[src/rtl/eprom_ctrl.sv]
// EPROM/flash-style storage array with read, program (AND-only), sector erase and chip erase commands.
// Optional write protect input is compiled in with `define EPROM_WP_EN.
module eprom_ctrl #(
    parameter int DATA_W       = 8,
    parameter int ADDR_W       = 4,
    parameter int SECT_W       = 2,
    parameter int PROG_CYCLES  = 4,
    parameter int ERASE_CYCLES = 8
) (
    input  logic              clk,
    input  logic              rst,
`ifdef EPROM_WP_EN
    input  logic              wp,
`endif
    input  logic              cmd_valid,
    input  logic [1:0]        cmd,
    input  logic [ADDR_W-1:0] addr,
    input  logic [DATA_W-1:0] din,
    output logic              cmd_ready,
    output logic [DATA_W-1:0] dout,
    output logic              dout_valid,
    output logic              busy,
    output logic              done,
    output logic              err
);

    localparam int DEPTH   = 2 ** ADDR_W;
    localparam int CNT_MAX = (PROG_CYCLES > ERASE_CYCLES) ? PROG_CYCLES : ERASE_CYCLES;
    localparam int CNT_W   = $clog2(CNT_MAX + 1);
    localparam logic [ADDR_W:0] SECT_MASK = (ADDR_W + 1)'((2 ** SECT_W) - 1);
    localparam logic [ADDR_W:0] LAST_ADDR = (ADDR_W + 1)'(DEPTH - 1);

    localparam logic [1:0] CMD_READ  = 2'b00;
    localparam logic [1:0] CMD_PROG  = 2'b01;
    localparam logic [1:0] CMD_SECT  = 2'b10;
    localparam logic [1:0] CMD_CHIP  = 2'b11;

    typedef enum logic [1:0] {
        S_IDLE,
        S_PROG,
        S_ERASE_WAIT,
        S_ERASE_SWEEP
    } state_t;

    // Handshake: a command is taken on a rising edge where cmd_valid && cmd_ready;
    // cmd_ready is high only in IDLE and requests seen while busy are dropped.
    state_t            state, state_n;
    logic [CNT_W-1:0]  cnt, cnt_n;
    logic [ADDR_W-1:0] a_l, a_l_n;
    logic [DATA_W-1:0] d_l, d_l_n;
    logic [ADDR_W:0]   sw_addr, sw_addr_n;
    logic [ADDR_W:0]   sw_end, sw_end_n;
    logic [DATA_W-1:0] dout_n;
    logic              dout_valid_n;
    logic              done_n;
    logic              err_n;

    logic              mem_we;
    logic [ADDR_W-1:0] mem_wa;
    logic [DATA_W-1:0] mem_wd;
    logic [DATA_W-1:0] prog_old;
    logic              accept;
    logic              wp_on;

    // Power-up content is erased (all ones); contents are never cleared by rst.
    logic [DATA_W-1:0] mem [DEPTH] = '{default: '1};

`ifdef EPROM_WP_EN
    assign wp_on = wp;
`else
    assign wp_on = 1'b0;
`endif

    assign cmd_ready = (state == S_IDLE);
    assign busy      = (state != S_IDLE);
    assign accept    = cmd_valid && cmd_ready;
    assign prog_old  = mem[a_l];

    always_comb begin
        state_n      = state;
        cnt_n        = cnt;
        a_l_n        = a_l;
        d_l_n        = d_l;
        sw_addr_n    = sw_addr;
        sw_end_n     = sw_end;
        dout_n       = dout;
        dout_valid_n = 1'b0;
        done_n       = 1'b0;
        err_n        = 1'b0;
        mem_we       = 1'b0;
        mem_wa       = '0;
        mem_wd       = '0;

        case (state)
            S_IDLE: begin
                if (accept) begin
                    if (cmd == CMD_READ) begin
                        dout_n       = mem[addr];
                        dout_valid_n = 1'b1;
                    end else if (wp_on) begin
                        done_n = 1'b1;
                        err_n  = 1'b1;
                    end else if (cmd == CMD_PROG) begin
                        state_n = S_PROG;
                        cnt_n   = CNT_W'(PROG_CYCLES - 1);
                        a_l_n   = addr;
                        d_l_n   = din;
                    end else begin
                        state_n = S_ERASE_WAIT;
                        cnt_n   = CNT_W'(ERASE_CYCLES - 1);
                        if (cmd == CMD_CHIP) begin
                            sw_addr_n = '0;
                            sw_end_n  = LAST_ADDR;
                        end else begin
                            sw_addr_n = {1'b0, addr} & ~SECT_MASK;
                            sw_end_n  = ({1'b0, addr} & ~SECT_MASK) | SECT_MASK;
                        end
                    end
                end
            end
            S_PROG: begin
                if (cnt == '0) begin
                    mem_we  = 1'b1;
                    mem_wa  = a_l;
                    mem_wd  = prog_old & d_l;
                    done_n  = 1'b1;
                    err_n   = |(d_l & ~prog_old);
                    state_n = S_IDLE;
                end else begin
                    cnt_n = cnt - CNT_W'(1);
                end
            end
            S_ERASE_WAIT: begin
                if (cnt == '0) begin
                    state_n = S_ERASE_SWEEP;
                end else begin
                    cnt_n = cnt - CNT_W'(1);
                end
            end
            S_ERASE_SWEEP: begin
                mem_we = 1'b1;
                mem_wa = sw_addr[ADDR_W-1:0];
                mem_wd = '1;
                if (sw_addr == sw_end) begin
                    done_n  = 1'b1;
                    state_n = S_IDLE;
                end else begin
                    sw_addr_n = sw_addr + (ADDR_W + 1)'(1);
                end
            end
            default: state_n = S_IDLE;
        endcase
    end

    always_ff @(posedge clk or posedge rst) begin
        if (rst) begin
            state      <= S_IDLE;
            cnt        <= '0;
            a_l        <= '0;
            d_l        <= '0;
            sw_addr    <= '0;
            sw_end     <= '0;
            dout       <= '0;
            dout_valid <= 1'b0;
            done       <= 1'b0;
            err        <= 1'b0;
        end else begin
            state      <= state_n;
            cnt        <= cnt_n;
            a_l        <= a_l_n;
            d_l        <= d_l_n;
            sw_addr    <= sw_addr_n;
            sw_end     <= sw_end_n;
            dout       <= dout_n;
            dout_valid <= dout_valid_n;
            done       <= done_n;
            err        <= err_n;
        end
    end

    // Write enable is derived from state, which rst forces to IDLE, so an abort stops writes at once.
    always_ff @(posedge clk) begin
        if (mem_we) begin
            mem[mem_wa] <= mem_wd;
        end
    end

endmodule
[config.mk]
export PLATFORM = sky130hd
export DESIGN_NAME = eprom_ctrl
export DESIGN_NICKNAME = d
export VERILOG_FILES = /design/src/rtl/eprom_ctrl.sv
export SDC_FILE = /design/constraint.sdc
export NUM_CORES = 1
export LEC_CHECK = 0
export ABC_CLOCK_PERIOD_IN_PS = 2550
export CAP_MARGIN = 20
export CORE_AREA = 2 2 128 130
export CTS_BUF_LIST = sky130_fd_sc_hd__clkbuf_4 sky130_fd_sc_hd__clkbuf_8
export CTS_CLUSTER_DIAMETER = 120
export DETAILED_ROUTE_END_ITERATION = 8
export DIE_AREA = 0 0 130 132
export HOLD_SLACK_MARGIN = 0.12
export PLACE_DENSITY_LB_ADDON = 0.1
export RECOVER_POWER = 100
export SYNTH_ARGS = -nofsm -noshare
export SYNTH_HDL_FRONTEND = slang
export SYNTH_SLANG_ARGS = --single-unit
[constraint.sdc]
create_clock -name clk -period 2.55 [get_ports clk]
set_input_delay 0.51 -clock clk [delete_from_list [all_inputs] [get_ports clk]]
set_output_delay 0.51 -clock clk [all_outputs]
set_load 0.01 [all_outputs]
## Yosys cells after proc, flatten, opt, wreduce, memory -nomap -nowiden

Memory sizes are Yosys's and may differ from the RTL's. A register that Yosys moved wholly into a read port is not among the register bits.
Cells that the tools add are included.

| operators by class | value |
|---|---|
| $add $sub $neg | 2 |
| mux-type cells | 34 |
| reductions and logical operators | 15 |
| bitwise operators | 5 |
| equal/unequal tests | 14 |

Operator list:

| operator | number |
|---|---|
| 4-bit 2-to-1 mux | 6 |
| 5-bit 2-to-1 mux | 4 |
| 8-bit bitwise AND | 2 |
| 4-bit case mux with 2 select lines | 2 |
| 8-bit case mux with 2 select lines | 1 |
| 2-bit != test (second input constant) | 7 |
| 2-bit 2-to-1 mux | 6 |
| 4-bit AND reduction | 3 |
| 5-bit case mux with 2 select lines | 1 |
| 5-bit AND reduction | 2 |
| 1-bit 2-to-1 mux | 9 |
| 8-bit 2-to-1 mux | 1 |
| 8-bit inverter | 1 |
| 2-bit case mux with 4 select lines | 1 |
| 8-bit OR reduction | 1 |
| 2-bit == test (second input constant) | 3 |
| 2-bit nonzero test | 3 |
| 5-bit by 1-bit adder with 5-bit output (second input constant) | 1 |
| 5-bit == test | 1 |
| 2-bit by 1-bit == test with 1-bit output (second input constant) | 2 |
| 2-bit logical NOT | 2 |
| 4-bit logical NOT | 1 |
| 1-bit case mux with 2 select lines | 2 |
| 4-bit by 1-bit subtractor with 4-bit output (second input constant) | 1 |
| other kinds (6) | 7 |

| word-level totals | value |
|---|---|
| word-level logic and storage cells | 80 |
| output and inout port bits | 13 |
| register bits after elaboration | 31 |
| input port bits | 17 |
| RAM bits | 128 |
| memories kept | 1 |

Memory list:

| memory | words | width | read ports | clocked after Yosys merged registers in | wr ports | line | text |
|---|---|---|---|---|---|---|---|
| mem | 16 | 8 | 2 | 1 | 1 | 66 | `logic [DATA_W-1:0] mem [DEPTH] = '{default: '1};` |

## Longest topological paths before layout

Gate-level depths: netlist of run 1.

| logic depth | value |
|---|---|
| word-level depth | 6 |
| depth in mapped cells | 9 |
| mapped depth without buffers | 8 |

## Worst setup path before layout of run 1

OpenSTA, ideal clock, no wires.

| path | value |
|---|---|
| path type | register to register |
| start point | reg a_l[3] |
| end point | mem mem[0][6] (data pin) |
| clock period less this slack | 2.743 ns |
| library setup time | 0.392 ns |
| setup slack | -0.193 ns |
| arrival time | 2.350 ns |
| cell stages (with the launch flop) | 8 |
| cell sequence | dfrtp_1 -> buf_2 -> buf_2 -> inv_1 -> clkbuf_1 -> nand2_1 -> and3_1 -> o41ai_1 |

| on the way | value |
|---|---|
| longest elaborated chain between the ends | 4 |

RTL lines:

| what | line | text |
|---|---|---|
| start: declaration | 49 | `logic [ADDR_W-1:0] a_l, a_l_n;` |
| start signal: assignment | 170 | `a_l <= a_l_n;` |
| memory 16 x 8 bit | -- |  |
| 8-bit bitwise AND | 125 | `mem_wd = prog_old & d_l;` |
| 8-bit 2-to-1 mux | 122 | `if (cnt == '0) begin` |
| 8-bit case mux with 2 select lines | 94 | `case (state)` |
| via mem_wd[6] | 60 | `logic [DATA_W-1:0] mem_wd;` |
| end: declaration | 66 |  |

The timed path passes the listed nets, and every way through them passes these cells.

## Worst setup path in the final report of run 1

| path | value |
|---|---|
| start point | reg a_l[3] |
| end point | mem mem[7][5] (data pin) |

The elaborated chain is that of the path after synthesis.

==> impl_summary.txt, run 1 <==
----------------------------------------------------
[Floorplan]
  Width of the die ... 130 um
  Core footprint ... 0.0157 sq mm
  Total Die Area ... 0.0172 sq mm
  I/O pins ... 30
  Die Height ... 132 um
  Cell row count ... 46
  Initial Utilization ... 52.5%

[Clock network]
  Number of buffers inserted during clock tree synthesis ... 17
  Clock latency on the worst-skew pair ... 0.47 ns
  Buffer depth of the longest clock path ... 2
  Clock input transition at the sequential cells of the worst setup and hold paths ... 0.09 ns
  Clock root cell ... sky130_fd_sc_hd__clkbuf_8
  Sinks on Clock Net ... 165
  TritonCTS clock tree ... done
  Depth of the CTS H-tree ... 4

[Global routing]
  Initial antenna violation count ... 1
  All-layer global routing usage ... 27.2%
  Number of global-route vias before repair ... 5338
  Pin count of the biggest net entering global routing ... 38
  First-pass GRT wire length ... 32900 um
  Final global-route overflow total ... 0

[Power and ir drop]
  Overall power of the completed layout ... 9.30 mW
  Peak supply drop ... 0.610 mV
  Static power due to leakage ... 3.45 nW
  Combinational share of power ... 37.7%
  Relative contribution of sequential cells to total power ... 40.5%
  Switching part of the total power ... 36.2%
  Internal power ... 5.94 mW
  Total net switching power ... 3.36 mW
  Clock group share of total power ... 21.7%
  Total power per unit cell area ... 980 mW/mm^2

[Yosys]
  Async set or reset register ratio after synthesis ... 22.4%
  Cells after Synth ... 542
  Unique masters post-synth ... 59
  Number of synthesized register bits ... 165
  Cell types with the largest area share after synthesis ... sky130_fd_sc_hd__edfxtp_1, sky130_fd_sc_hd__mux4_2, sky130_fd_sc_hd__dfrtp_1
  Yosys warning total ... 0
  Number of synthesized flops with an enable pin ... 128
  Post-synthesis average cell area ... 15.2 sq um
  Post-synthesis cell area ... 0.00824 sq mm
  Total nets after synthesis ... 566
  Post-synth top flop ... sky130_fd_sc_hd__edfxtp_1
  Top cell type's share of synthesized area ... 46.6%
  Fraction of the yosys area taken by sequential cells ... 57.9%
  Biggest area consumer among synthesized cells ... sky130_fd_sc_hd__edfxtp_1

[Hold path]
  Cell depth of the worst hold path ... 2
  Hold EP ... sw_end[3]
  HP Class ... flip-flop to flip-flop
  Launch point of the worst hold path ... sw_end[3]

[STA]
  Worst Hold Slack ... 0.515 ns
  Slew of the pin with the lowest slew margin ... 1.04 ns
  Final Critical Period ... 2.45 ns
  Final period util ... 96.1%
  Worst slew margin relative to its limit ... 30.6%
  Setup Skew ... 0.0128 ns
  Setup repair after global routing missed its margin ... no
  Pins over their slew limit ... 0
  Timing-limited maximum frequency ... 0.408 GHz
  Total count of hold-check failures in the final report ... 0
  Setup-failing EPs final ... 0

[Routing]
  Remaining design rule violation count ... 0
  DRC marker count from the first detailed-route iteration ... 746
  Vias/cell ... 6.43
  Routed wire length ... 22300 um
  Number of nets still failing antenna checks after routing ... 0
  Vias after detailed routing ... 5435
  Post-detailed-route wirelength per cell ... 26.3 um
  Number of iterations in the first detailed-routing pass ... 5

[Worst setup path]
  Register-to-Register Path Depth ... 8
  Worst R2R Setup Slack ... 0.1 ns
  CP startpoint kind ... flip-flop
  Type of the worst setup path ... flip-flop to flip-flop
  Maximum fanout encountered on the critical timing path ... 18
  Origin of the critical flop-to-flop path ... a_l[3]
  Worst path required time ... 2.72 ns
  Capturing point of the worst reg2reg path ... mem[7][5]
  CP Data Arrival Time ... 2.62 ns
  Kind of end point of the critical path ... flip-flop

[Placed design]
  Detailed placement HPWL ... 15400 um
  GP Congestion ... 0.917
  Count of port buffers added during placement ... 29

[Cells and area]
  Number of antenna repair diodes ... 0
  Synth-to-layout area growth ... 15.1%
  Net total in the final layout ... 640
  Fillers ... 1197
  Fraction of layout instances using a drive strength above 1 ... 31.0%

[Outcome]
  Status ... finished clean

[Flow run]
  Number of maximum-capacitance violations ... 0

----------------------------------------------------
==> logic make-up (layout without fill, tap and decap cells) <==
group,Yosys count,after routing,share of synthesized area [%]
and+or+nand+nor,118,118,6.68
xor gates and xnor gates,2,2,0.213
AOI/OAI and AO/OA,82,82,7.23
muxes,111,111,23.5
adders and majority gates,7,7,1.06
buffers and inverters,57,144,3.49
DFF,165,165,57.9
==> worst max-delay path, cell delays in order (launching register included) <==
cell and delay [ns]:
sky130_fd_sc_hd__dfrtp_1 0.38, sky130_fd_sc_hd__buf_12 0.18, sky130_fd_sc_hd__clkbuf_2 0.35, sky130_fd_sc_hd__mux2_2 0.38, sky130_fd_sc_hd__o221ai_1 0.33, sky130_fd_sc_hd__nor2_1 0.08, sky130_fd_sc_hd__a21oi_1 0.13, sky130_fd_sc_hd__o31ai_1 0.07
sky130_fd_sc_hd__clkbuf_2 0.23
==> final cells by class <==
cell class / instances / area [sq um] / area share [%]
clock buffer: 17 / 234 / 2.47
clock inverter: 15 / 189 / 1.99
inverter: 18 / 67.6 / 0.712
multi-input combinational: 320 / 3190 / 33.6
sequential: 165 / 4770 / 50.3
tap: 216 / 270 / 2.85
timing repair buffer: 94 / 767 / 8.08
==> layer usage <==
metal  wire, um  global-route usage [%]  share of wire, %  vias to the layer above
met5          0                       0                 0                        -
met1       8960                    37.9                40                     2745
li1           -                       -                 -                     2306
met4       1010                    12.6               4.5                        0
met3       2090                    6.70               9.4                       71
met2      10200                    40.6                46                      313
==> power by group through the flow <==
stage	clock (mW)	sequential (mW)	combinational, mW
2_1_floorplan	0	3.63	2.44
3_3_place_gp	0	3.81	3.47
3_5_place_dp	0	3.81	3.55
4_1_cts	2.07	3.76	3.57
5_1_grt	2.18	3.80	3.79
6_report	2.02	3.77	3.51
==> Yosys cell counts, types with 5 or more instances <==
master and n:
sky130_fd_sc_hd__edfxtp_1 128, sky130_fd_sc_hd__mux4_2 60, sky130_fd_sc_hd__nand2_1 45, sky130_fd_sc_hd__dfrtp_1 37, sky130_fd_sc_hd__mux2_2 32, sky130_fd_sc_hd__nor2_1 30, sky130_fd_sc_hd__clkbuf_1 18, sky130_fd_sc_hd__inv_1 17
sky130_fd_sc_hd__mux2i_1 17, sky130_fd_sc_hd__o21ai_0 16, sky130_fd_sc_hd__a21oi_1 13, sky130_fd_sc_hd__buf_2 10, sky130_fd_sc_hd__nand3_1 10, sky130_fd_sc_hd__ha_1 7, sky130_fd_sc_hd__nand4_1 6, sky130_fd_sc_hd__a22oi_1 5
sky130_fd_sc_hd__buf_6 5
==> per-stage QoR <==
step / worst slack, ns / cell area, sq um / TNS [ns] / std cells / util, %
floorplan: 0.0595 / 8250 / 0 / 542 / -
global placement: 0.0582 / 9140 / 0 / 812 / 58.2
detailed placement: -0.00154 / 9140 / -0.00451 / 812 / 58.2
CTS: 0.00361 / 9570 / 0 / 844 / 60.9
global route: 0.0134 / 9490 / 0 / 845 / 60.4
finish: 0.0998 / 9490 / 0 / 845 / 60.4
==> layout by cell type (no fill, tap or decap), types with 5 or more instances in the layout <==
cell	count
sky130_fd_sc_hd__a21oi_1	13
sky130_fd_sc_hd__a22oi_1	5
sky130_fd_sc_hd__buf_12	5
sky130_fd_sc_hd__buf_4	30
sky130_fd_sc_hd__clkbuf_1	5
sky130_fd_sc_hd__clkbuf_2	17
sky130_fd_sc_hd__clkbuf_4	5
sky130_fd_sc_hd__clkbuf_8	17
sky130_fd_sc_hd__clkdlybuf4s50_1	16
sky130_fd_sc_hd__dfrtp_1	36
sky130_fd_sc_hd__dlygate4sd3_1	12
sky130_fd_sc_hd__edfxtp_1	128
sky130_fd_sc_hd__ha_1	6
sky130_fd_sc_hd__inv_1	17
sky130_fd_sc_hd__inv_6	5
sky130_fd_sc_hd__mux2_2	31
sky130_fd_sc_hd__mux2i_1	17
sky130_fd_sc_hd__mux4_2	60
sky130_fd_sc_hd__nand2_1	45
sky130_fd_sc_hd__nand3_1	10
sky130_fd_sc_hd__nand4_1	6
sky130_fd_sc_hd__nor2_1	29
sky130_fd_sc_hd__nor3_1	5
sky130_fd_sc_hd__o21ai_0	20
==> worst max path at each step <==
| stage | slack, ns | cells after the start | from | end |
|---|---|---|---|---|
| floorplan | 0.06 | 8 | a_l[0] | mem[0][5] |
| global placement | 0.06 | 5 | addr[0] | dout[1] |
| detailed placement | -0.002 | 9 | cnt[0] | mem[8][4] |
| CTS | 0.004 | 9 | cnt[0] | mem[8][2] |
| global route | 0.01 | 9 | cnt[0] | mem[8][0] |
| finish | 0.1 | 8 | a_l[3] | mem[7][5] |
==> flip-flops by register name (all words and copies together), names as in the netlist <==
| signal | flops |
|---|---|
| sw_addr | 5 |
| done | 1 |
| err | 1 |
| mem | 128 |
| dout_valid | 1 |
| sw_end | 3 |
| cnt | 4 |
| state | 2 |
| d_l | 8 |
| dout | 8 |
| a_l | 4 |
==> timing repair <==
action                     CTS  global route
hold buffers                 0             0
setup buffers                0             0
resized for setup            2             2
setup endpoints to repair   27            76
No activity file was read; power rests on OpenSTA's default activity.
==> run 2, diff against run 1 <==
==> config.mk (replaced) <==
export PLATFORM = sky130hd
export DESIGN_NAME = eprom_ctrl
export DESIGN_NICKNAME = d
export VERILOG_FILES = /design/src/rtl/eprom_ctrl.sv
export SDC_FILE = /design/constraint.sdc
export NUM_CORES = 1
export LEC_CHECK = 0
export ABC_AREA = 1
export ABC_CLOCK_PERIOD_IN_PS = 2550
export CAP_MARGIN = 25
export CORE_AREA = 2 2 130 132
export CTS_BUF_LIST = sky130_fd_sc_hd__clkbuf_4 sky130_fd_sc_hd__clkbuf_8
export CTS_CLUSTER_DIAMETER = 120
export DETAILED_ROUTE_END_ITERATION = 8
export DIE_AREA = 0 0 132 134
export HOLD_SLACK_MARGIN = 0.12
export PLACE_DENSITY = 0.79
export RECOVER_POWER = 100
export SYNTH_ARGS = -nofsm -noshare
export SYNTH_HDL_FRONTEND = slang
export SYNTH_SLANG_ARGS = --single-unit
==> impl_summary.txt, run 2 <==
----------------------------------------------------
[Global routing]
  Number of global-route vias before repair ... 6636 (+24%)
  Initial antenna violation count ... 0 (-1)
  Global routing met3 resource utilization ... 6.73% (+0.031 points)
  First-pass GRT wire length ... 36100 um (+9.6%)
  Final global-route overflow total ... 0 (unchanged)
  Most Crowded Layer GR ... met2
  All-layer global routing usage ... 26.8% (-0.39 points)
  GRT met2 Usage ... 42.1% (+1.5 points)
  Grt met1 use ... 35.0% (-2.9 points)
  Pin count of the biggest net entering global routing ... 67 (+76%)

[Yosys]
  Biggest area consumer among synthesized cells ... sky130_fd_sc_hd__edfxtp_1
  Number of synthesized flops with an enable pin ... 128 (unchanged)
  Post-synthesis mux area share ... 1.07% (-22 points)
  Number of synthesized register bits ... 165 (unchanged)
  Fraction of the yosys area taken by sequential cells ... 56.6% (-1.3 points)
  Xor and xnor area share after synthesis ... 0.208% (-0.0048 points)
  Post-synthesis average cell area ... 9.27 sq um (-39%)
  Largest family of logic cells by synthesized area ... simple AND/OR/NAND/NOR gates
  Async set or reset register ratio after synthesis ... 22.4% (unchanged)
  Yosys warning total ... 0 (unchanged)
  Total nets after synthesis ... 934 (+65%)
  Post-synth top flop ... sky130_fd_sc_hd__edfxtp_1
  Post-synthesis cell area ... 0.00843 sq mm (+2.3%)
  Cell types with the highest counts after synthesis ... sky130_fd_sc_hd__nand2_1, sky130_fd_sc_hd__nand3_1, sky130_fd_sc_hd__edfxtp_1
  Synthesized-area fraction occupied by and/or/nand/nor cells ... 18.9% (+12 points)
  Cells after Synth ... 910 (+68%)
  Area fraction in compound gates after synthesis ... 13.9% (+6.6 points)
  Adder-Cell Fraction of Synth Area ... 1.04% (-0.024 points)
  Cell types with the largest area share after synthesis ... sky130_fd_sc_hd__edfxtp_1, sky130_fd_sc_hd__dfrtp_1, sky130_fd_sc_hd__nand3_1
  Top cell type's share of synthesized area ... 45.6% (-1.0 points)
  Unique masters post-synth ... 37 (-37%)

[Cells and area]
  Synth-to-layout area growth ... 11.9%
  Number of antenna repair diodes ... 0 (unchanged)
  Net total in the final layout ... 973 (+52%)
  Highest-count cells in the layout ignoring fill and taps ... sky130_fd_sc_hd__nand2_1, sky130_fd_sc_hd__nand3_1, sky130_fd_sc_hd__edfxtp_1, sky130_fd_sc_hd__inv_1, sky130_fd_sc_hd__o21ai_0
  Register with the most flip-flops ... mem
  Top Registers ... mem (128), d_l (8), dout (8)
  Most common cell after layout, fill and taps aside ... sky130_fd_sc_hd__nand2_1
  Max reg flops ... 128 (unchanged)
  Fraction of layout instances using a drive strength above 1 ... 9.36% (-22 points)
  Count of placed standard cells in the final layout, fillers left out ... 1182 (+40%)

[Floorplan]
  Total Die Area ... 0.0177 sq mm (+3.1%)
  Initial Utilization ... 51.8% (-0.70 points)
  Cell row count ... 47 (+2.2%)
  I/O pins ... 30 (unchanged)
  Core footprint ... 0.0163 sq mm (+3.7%)
  Die Height ... 134 um (+1.5%)
  Width of the die ... 132 um (+1.5%)

[STA]
  Worst slew margin relative to its limit ... 35.5% (+5.0 points)
  Final Critical Period ... 2.41 ns (-0.0404 ns)
  Pins over their slew limit ... 0 (unchanged)
  Final period util ... 94.5% (-1.6 points)
  Setup-failing EPs final ... 0 (unchanged)
  Setup total negative slack ... 0 ns (unchanged)
  Total count of hold-check failures in the final report ... 0 (unchanged)
  Setup repair after global routing missed its margin ... no
  Setup Skew ... 0.0143 ns (+0.00157 ns)
  Timing-limited maximum frequency ... 0.415 GHz (+1.7%)
  Slew of the pin with the lowest slew margin ... 0.967 ns (-0.0743 ns)

[Routing]
  Vias after detailed routing ... 7037 (+29%)
  Post-detailed-route wirelength per cell ... 19.5 um (-26%)
  Routed wire length ... 23000 um (+3.3%)
  Number of nets still failing antenna checks after routing ... 0 (unchanged)
  DRC marker count from the first detailed-route iteration ... 1240 (+66%)
  Remaining design rule violation count ... 0 (unchanged)
  Number of iterations in the first detailed-routing pass ... 7 (+2)
  Vias/cell ... 5.95 (-7.4%)

[Placed design]
  Detailed placement HPWL ... 15300 um (about the same)
  Count of port buffers added during placement ... 29 (unchanged)
  Number of cells in the design after placement ... 1150 (+42%)
  GP Congestion ... 0.960 (+4.7%)

[Clock network]
  Buffer depth of the longest clock path ... 2 (unchanged)
  # resized after CTS ... 0 (-2)
  Number of buffers inserted during clock tree synthesis ... 17 (unchanged)
  Depth of the CTS H-tree ... 4 (unchanged)
  Clock latency on the worst-skew pair ... 0.47 ns (about the same)
  Hold-fix buffers, CTS ... 0 (unchanged)
  TritonCTS clock tree ... done
  Clock root cell ... sky130_fd_sc_hd__clkbuf_8
  Clock input transition at the sequential cells of the worst setup and hold paths ... 0.09 ns (about the same)
  Number of buffers inserted by post-CTS setup repair ... 0 (unchanged)
  Sinks on Clock Net ... 165 (unchanged)

[Worst setup path]
  Kind of end point of the critical path ... flip-flop
  Most used cell along the critical path ... sky130_fd_sc_hd__nand3_1
  Maximum fanout encountered on the critical timing path ... 20 (+2)
  Type of the worst setup path ... flip-flop to flip-flop
  Critical Path Max Stage Delay ... 0.50 ns (+0.12 ns)
  Worst path required time ... 2.70 ns (-0.02 ns)
  CP startpoint kind ... flip-flop
  Critical Path Slowest Stage Cell ... sky130_fd_sc_hd__dfrtp_2
  Worst path cell trace ... clkbuf_2 > buf_4 > o211ai_1 > nand3_1 > nand3_1 > nand2_1 > nand3_1 > nand2_1 > clkbuf_2
  CP Data Arrival Time ... 2.56 ns (-0.06 ns)

[Power and ir drop]
  Total power per unit cell area ... 982 mW/mm^2 (+0.24%)
  Peak supply drop ... 0.434 mV (-29%)
  Static power due to leakage ... 3.81 nW (+10%)

[Outcome]
  Status ... finished clean

[Flow run]
  Number of maximum-capacitance violations ... 0 (unchanged)

[Hold path]
  HP Class ... flip-flop to flip-flop

----------------------------------------------------
-- run 2: cell types whose count changed after synthesis, moves of 8 or more --
cell                       change
sky130_fd_sc_hd__nand3_1     +125
sky130_fd_sc_hd__nand2_1      +90
sky130_fd_sc_hd__inv_1        +86
sky130_fd_sc_hd__o21ai_0      +76
sky130_fd_sc_hd__mux4_2       -60
sky130_fd_sc_hd__a21oi_1      +42
sky130_fd_sc_hd__nor2_1       +32
sky130_fd_sc_hd__o211ai_1     +25
sky130_fd_sc_hd__mux2_2       -24
sky130_fd_sc_hd__buf_2        +17
sky130_fd_sc_hd__mux2i_1      -17
sky130_fd_sc_hd__or2_0         +8
sky130_fd_sc_hd__or2_1         +8
-- run 2: area by class of cell --
cell class                      count  area [sq um]
Timing Repair Buffer               73           617
Clock buffer                       22           297
Multi-Input combinational cell    582          2940
Inverter                          110           413
Sequential cell                   165          4770
Fill cell                        1389          6860
Tap cell                          220           275
Clock inverter                     10           120
-- run 2: cell families after synthesis --
kind of cell | after synthesis
buffers and inverters | 163
XOR/XNOR | 2
multiplexers | 8
AO/OA/AOI/OAI | 206
flip-flops | 165
AND/OR/NAND/NOR | 359
adder cells (fa/ha/maj) | 7
-- run 2: path summary, 6_finish.rpt --
check | startpoint | endpoint | slack (ns) | depth (start not counted)
worst max-delay path | a_l[0] | mem[5][4] | 0.14 | 9
worst min-delay path | cnt[0] | cnt[0] | 0.48 | 1
worst max register to register | a_l[0] | mem[5][4] | 0.14 | 9
worst min register to register | cnt[0] | cnt[0] | 0.48 | 1
max in group asynchronous | rst | a_l[0] | 1.11 | 3
min in group asynchronous | rst | dout[1] | 0.79 | 3
-- run 2: worst max-delay path: cells and delay by family (launching register included) --
family	cells	cell delay (ns)
simple gates	5	0.55
compound gates	1	0.19
buf+inv	3	0.85
flops	1	0.50
-- run 2: stage by stage --
stage,setup slack (ns),area (sq um),utilization (%),hold WS (ns),total power [mW]
finish,0.140,9430,57.9,0.479,9.27
CTS,0.119,9530,58.5,0.475,9.27
detailed placement,0.313,9110,55.9,0.465,7.32
floorplan,0.313,8430,-,0.440,6.11
global placement,0.368,9110,55.9,0.453,7.24
global route,0.0185,9430,57.9,0.509,9.77
-- run 2: report_power, final --
| part | internal [mW] | switching, mW |
|---|---|---|
| clock network | 0.991 | 0.968 |
| logic | 1.22 | 2.39 |
| registers | 3.45 | 0.245 |
| total | 5.66 | 3.61 |
-- run 2: per-layer routing --
layer,wire [um],share of wire (%)
met5,0,0
met3,2850,12
met4,873,3.8
met1,8650,38
met2,10600,46
==> run 3, diff against run 2 <==
--- a/config.mk
+++ b/config.mk
@@ -8,11 +8,11 @@
 export ABC_AREA = 1
 export ABC_CLOCK_PERIOD_IN_PS = 2550
 export CAP_MARGIN = 25
-export CORE_AREA = 2 2 130 132
+export CORE_AREA = 3 3 131 133
 export CTS_BUF_LIST = sky130_fd_sc_hd__clkbuf_4 sky130_fd_sc_hd__clkbuf_8
 export CTS_CLUSTER_DIAMETER = 120
 export DETAILED_ROUTE_END_ITERATION = 8
-export DIE_AREA = 0 0 132 134
+export DIE_AREA = 0 0 134 136
 export HOLD_SLACK_MARGIN = 0.12
 export PLACE_DENSITY = 0.79
 export RECOVER_POWER = 100
==> impl_summary.txt, run 3 (synthesized netlist as in run 2, its figures left out) <==
----------------------------------------------------
[STA]
  Pins over their slew limit ... 0 (unchanged)
  Worst Hold Slack ... 0.472 ns (-0.00662 ns)
  Final Critical Period ... 2.50 ns (+0.0869 ns)
  Setup repair after global routing missed its margin ... no
  Worst slew margin relative to its limit ... 40.9% (+5.4 points)
  Timing-limited maximum frequency ... 0.401 GHz (-3.5%)
  Setup-failing EPs final ... 0 (unchanged)
  Total count of hold-check failures in the final report ... 0 (unchanged)
  Final period util ... 97.9% (+3.4 points)
  Slew of the pin with the lowest slew margin ... 0.886 ns (-0.0809 ns)
  Setup total negative slack ... 0 ns (unchanged)
  Setup Skew ... 0.0151 ns (+0.000759 ns)

[Power and ir drop]
  Static power due to leakage ... 3.82 nW (+0.30%)
  Overall power of the completed layout ... 9.09 mW (-1.9%)
  Total power per unit cell area ... 963 mW/mm^2 (-2.0%)
  Peak supply drop ... 0.570 mV (+31%)

[Floorplan]
  Total Die Area ... 0.0182 sq mm (+3.0%)
  Cell row count ... 46 (-2.1%)
  I/O pins ... 30 (unchanged)
  Width of the die ... 134 um (+1.5%)
  Initial Utilization ... 52.9% (+1.1 points)
  Die Height ... 136 um (+1.5%)
  Core footprint ... 0.0159 sq mm (-2.1%)

[Cells and area]
  Register with the most flip-flops ... mem
  Post-layout util ... 59.3% (+1.3 points)
  Count of placed standard cells in the final layout, fillers left out ... 1183 (+0.085%)
  Highest-count cells in the layout ignoring fill and taps ... sky130_fd_sc_hd__nand2_1, sky130_fd_sc_hd__nand3_1, sky130_fd_sc_hd__edfxtp_1, sky130_fd_sc_hd__inv_1, sky130_fd_sc_hd__o21ai_0
  Max reg flops ... 128 (unchanged)
  Synth-to-layout area growth ... 12.0%
  Top Registers ... mem (128), d_l (8), dout (8)
  Fraction of layout instances using a drive strength above 1 ... 9.93% (+0.57 points)
  Fillers ... 1357 (-2.3%)
  Most common cell after layout, fill and taps aside ... sky130_fd_sc_hd__nand2_1
  Number of antenna repair diodes ... 0 (unchanged)
  Net total in the final layout ... 980 (+0.72%)

[Routing]
  Met2 wire len ... 9870 um (-7.1%)
  Post-detailed-route wirelength per cell ... 19.3 um (-0.66%)
  Number of nets still failing antenna checks after routing ... 0 (unchanged)
  Routed wire length ... 22900 um (-0.58%)
  DRC marker count from the first detailed-route iteration ... 1160 (-6.5%)
  Vias after detailed routing ... 7023 (-0.20%)
  Number of iterations in the first detailed-routing pass ... 5 (-2)
  Met3 WL ... 2750 um (-3.5%)
  Routed length on met1 ... 9230 um (+6.6%)
  Remaining design rule violation count ... 0 (unchanged)
  Highest metal used ... met4
  Vias/cell ... 5.94 (-0.28%)

[Worst setup path]
  Kind of end point of the critical path ... flip-flop
  Critical Path Max Stage Delay ... 0.50 ns (about the same)
  Worst path cell trace ... inv_1 > buf_4 > nand3_1 > nand3_1 > nand3_1 > nand2_1 > nand3_1 > nand2_1 > clkbuf_1
  Maximum fanout encountered on the critical timing path ... 17 (-15%)
  Critical Path Slowest Stage Cell ... sky130_fd_sc_hd__inv_1
  CP startpoint kind ... flip-flop
  Crit path buffers/inverters ... 3 (unchanged)
  Most used cell along the critical path ... sky130_fd_sc_hd__nand3_1
  Type of the worst setup path ... flip-flop to flip-flop
  Top delay family on crit path ... buffers and inverters
  Worst path required time ... 2.75 ns (+0.05 ns)
  CP Data Arrival Time ... 2.70 ns (+0.14 ns)
  Worst R2R Setup Slack ... 0.05 ns (-0.09 ns)

[Global routing]
  All-layer global routing usage ... 25.8% (-0.97 points)
  Number of global-route vias before repair ... 6478 (-2.4%)
  First-pass GRT wire length ... 35900 um (-0.52%)
  Pin count of the biggest net entering global routing ... 68 (+1.5%)
  Initial antenna violation count ... 0 (unchanged)
  Final global-route overflow total ... 0 (unchanged)

[Clock network]
  Hold-fix buffers, CTS ... 0 (unchanged)
  Depth of the CTS H-tree ... 4 (unchanged)
  Clock input transition at the sequential cells of the worst setup and hold paths ... 0.08 ns (about the same)
  Clock root cell ... sky130_fd_sc_hd__clkbuf_8
  Number of buffers inserted by post-CTS setup repair ... 0 (unchanged)
  TritonCTS clock tree ... done
  Sinks on Clock Net ... 165 (unchanged)
  # resized after CTS ... 0 (unchanged)
  Buffer depth of the longest clock path ... 2 (unchanged)
  Number of buffers inserted during clock tree synthesis ... 17 (unchanged)
  Clock latency on the worst-skew pair ... 0.46 ns (about the same)

[Placed design]
  Count of port buffers added during placement ... 29 (unchanged)
  Detailed placement HPWL ... 15900 um (+3.7%)
  Number of cells in the design after placement ... 1153 (+0.26%)
  GP Congestion ... 0.990 (+3.1%)

[Flow run]
  Number of maximum-capacitance violations ... 0 (unchanged)

[Outcome]
  Status ... finished clean

[Hold path]
  HP Class ... flip-flop to flip-flop

----------------------------------------------------
run 3: path summary, 6_finish.rpt:
kind | startpoint | endpoint | depth (start not counted)
max | a_l[1] | mem[6][4] | 9
min | cnt[0] | cnt[0] | 1
max reg2reg | a_l[1] | mem[6][4] | 9
min reg2reg | cnt[0] | cnt[0] | 1
max in group asynchronous | rst | a_l[0] | 3
min in group asynchronous | rst | dout[3] | 3
run 3: stage by stage:
step | setup WS (ns) | area [sq um]
2_1_floorplan | 0.313 | 8430
3_3_place_gp | 0.412 | 9150
3_5_place_dp | 0.351 | 9150
4_1_cts | 0.134 | 9510
5_1_grt | 0.0306 | 9450
6_report | 0.0533 | 9450
run 3: final cells by class:
class                   count  area [sq um]  area share, %
repair buffers             80           692           7.32
clock inverters            11           113           1.19
well taps                 216           270           2.86
multi-input cells         582          2940           31.1
flip-flops and latches    165          4770           50.5
inverters                 110           413           4.37
clock buffers              19           249           2.64
run 3: power breakdown:
part	switching, mW	internal [mW]	total, mW
logic	2.36	1.24	3.60
clock network	0.900	0.866	1.77
registers	0.279	3.45	3.73
run 3: metal layers:
layer | vias to the layer above | global-route usage [%]
li1 | 3223 | -
met1 | 3246 | 35.7
met2 | 474 | 38.5
met3 | 80 | 6.85
met4 | 0 | 11.7
met5 | - | 0
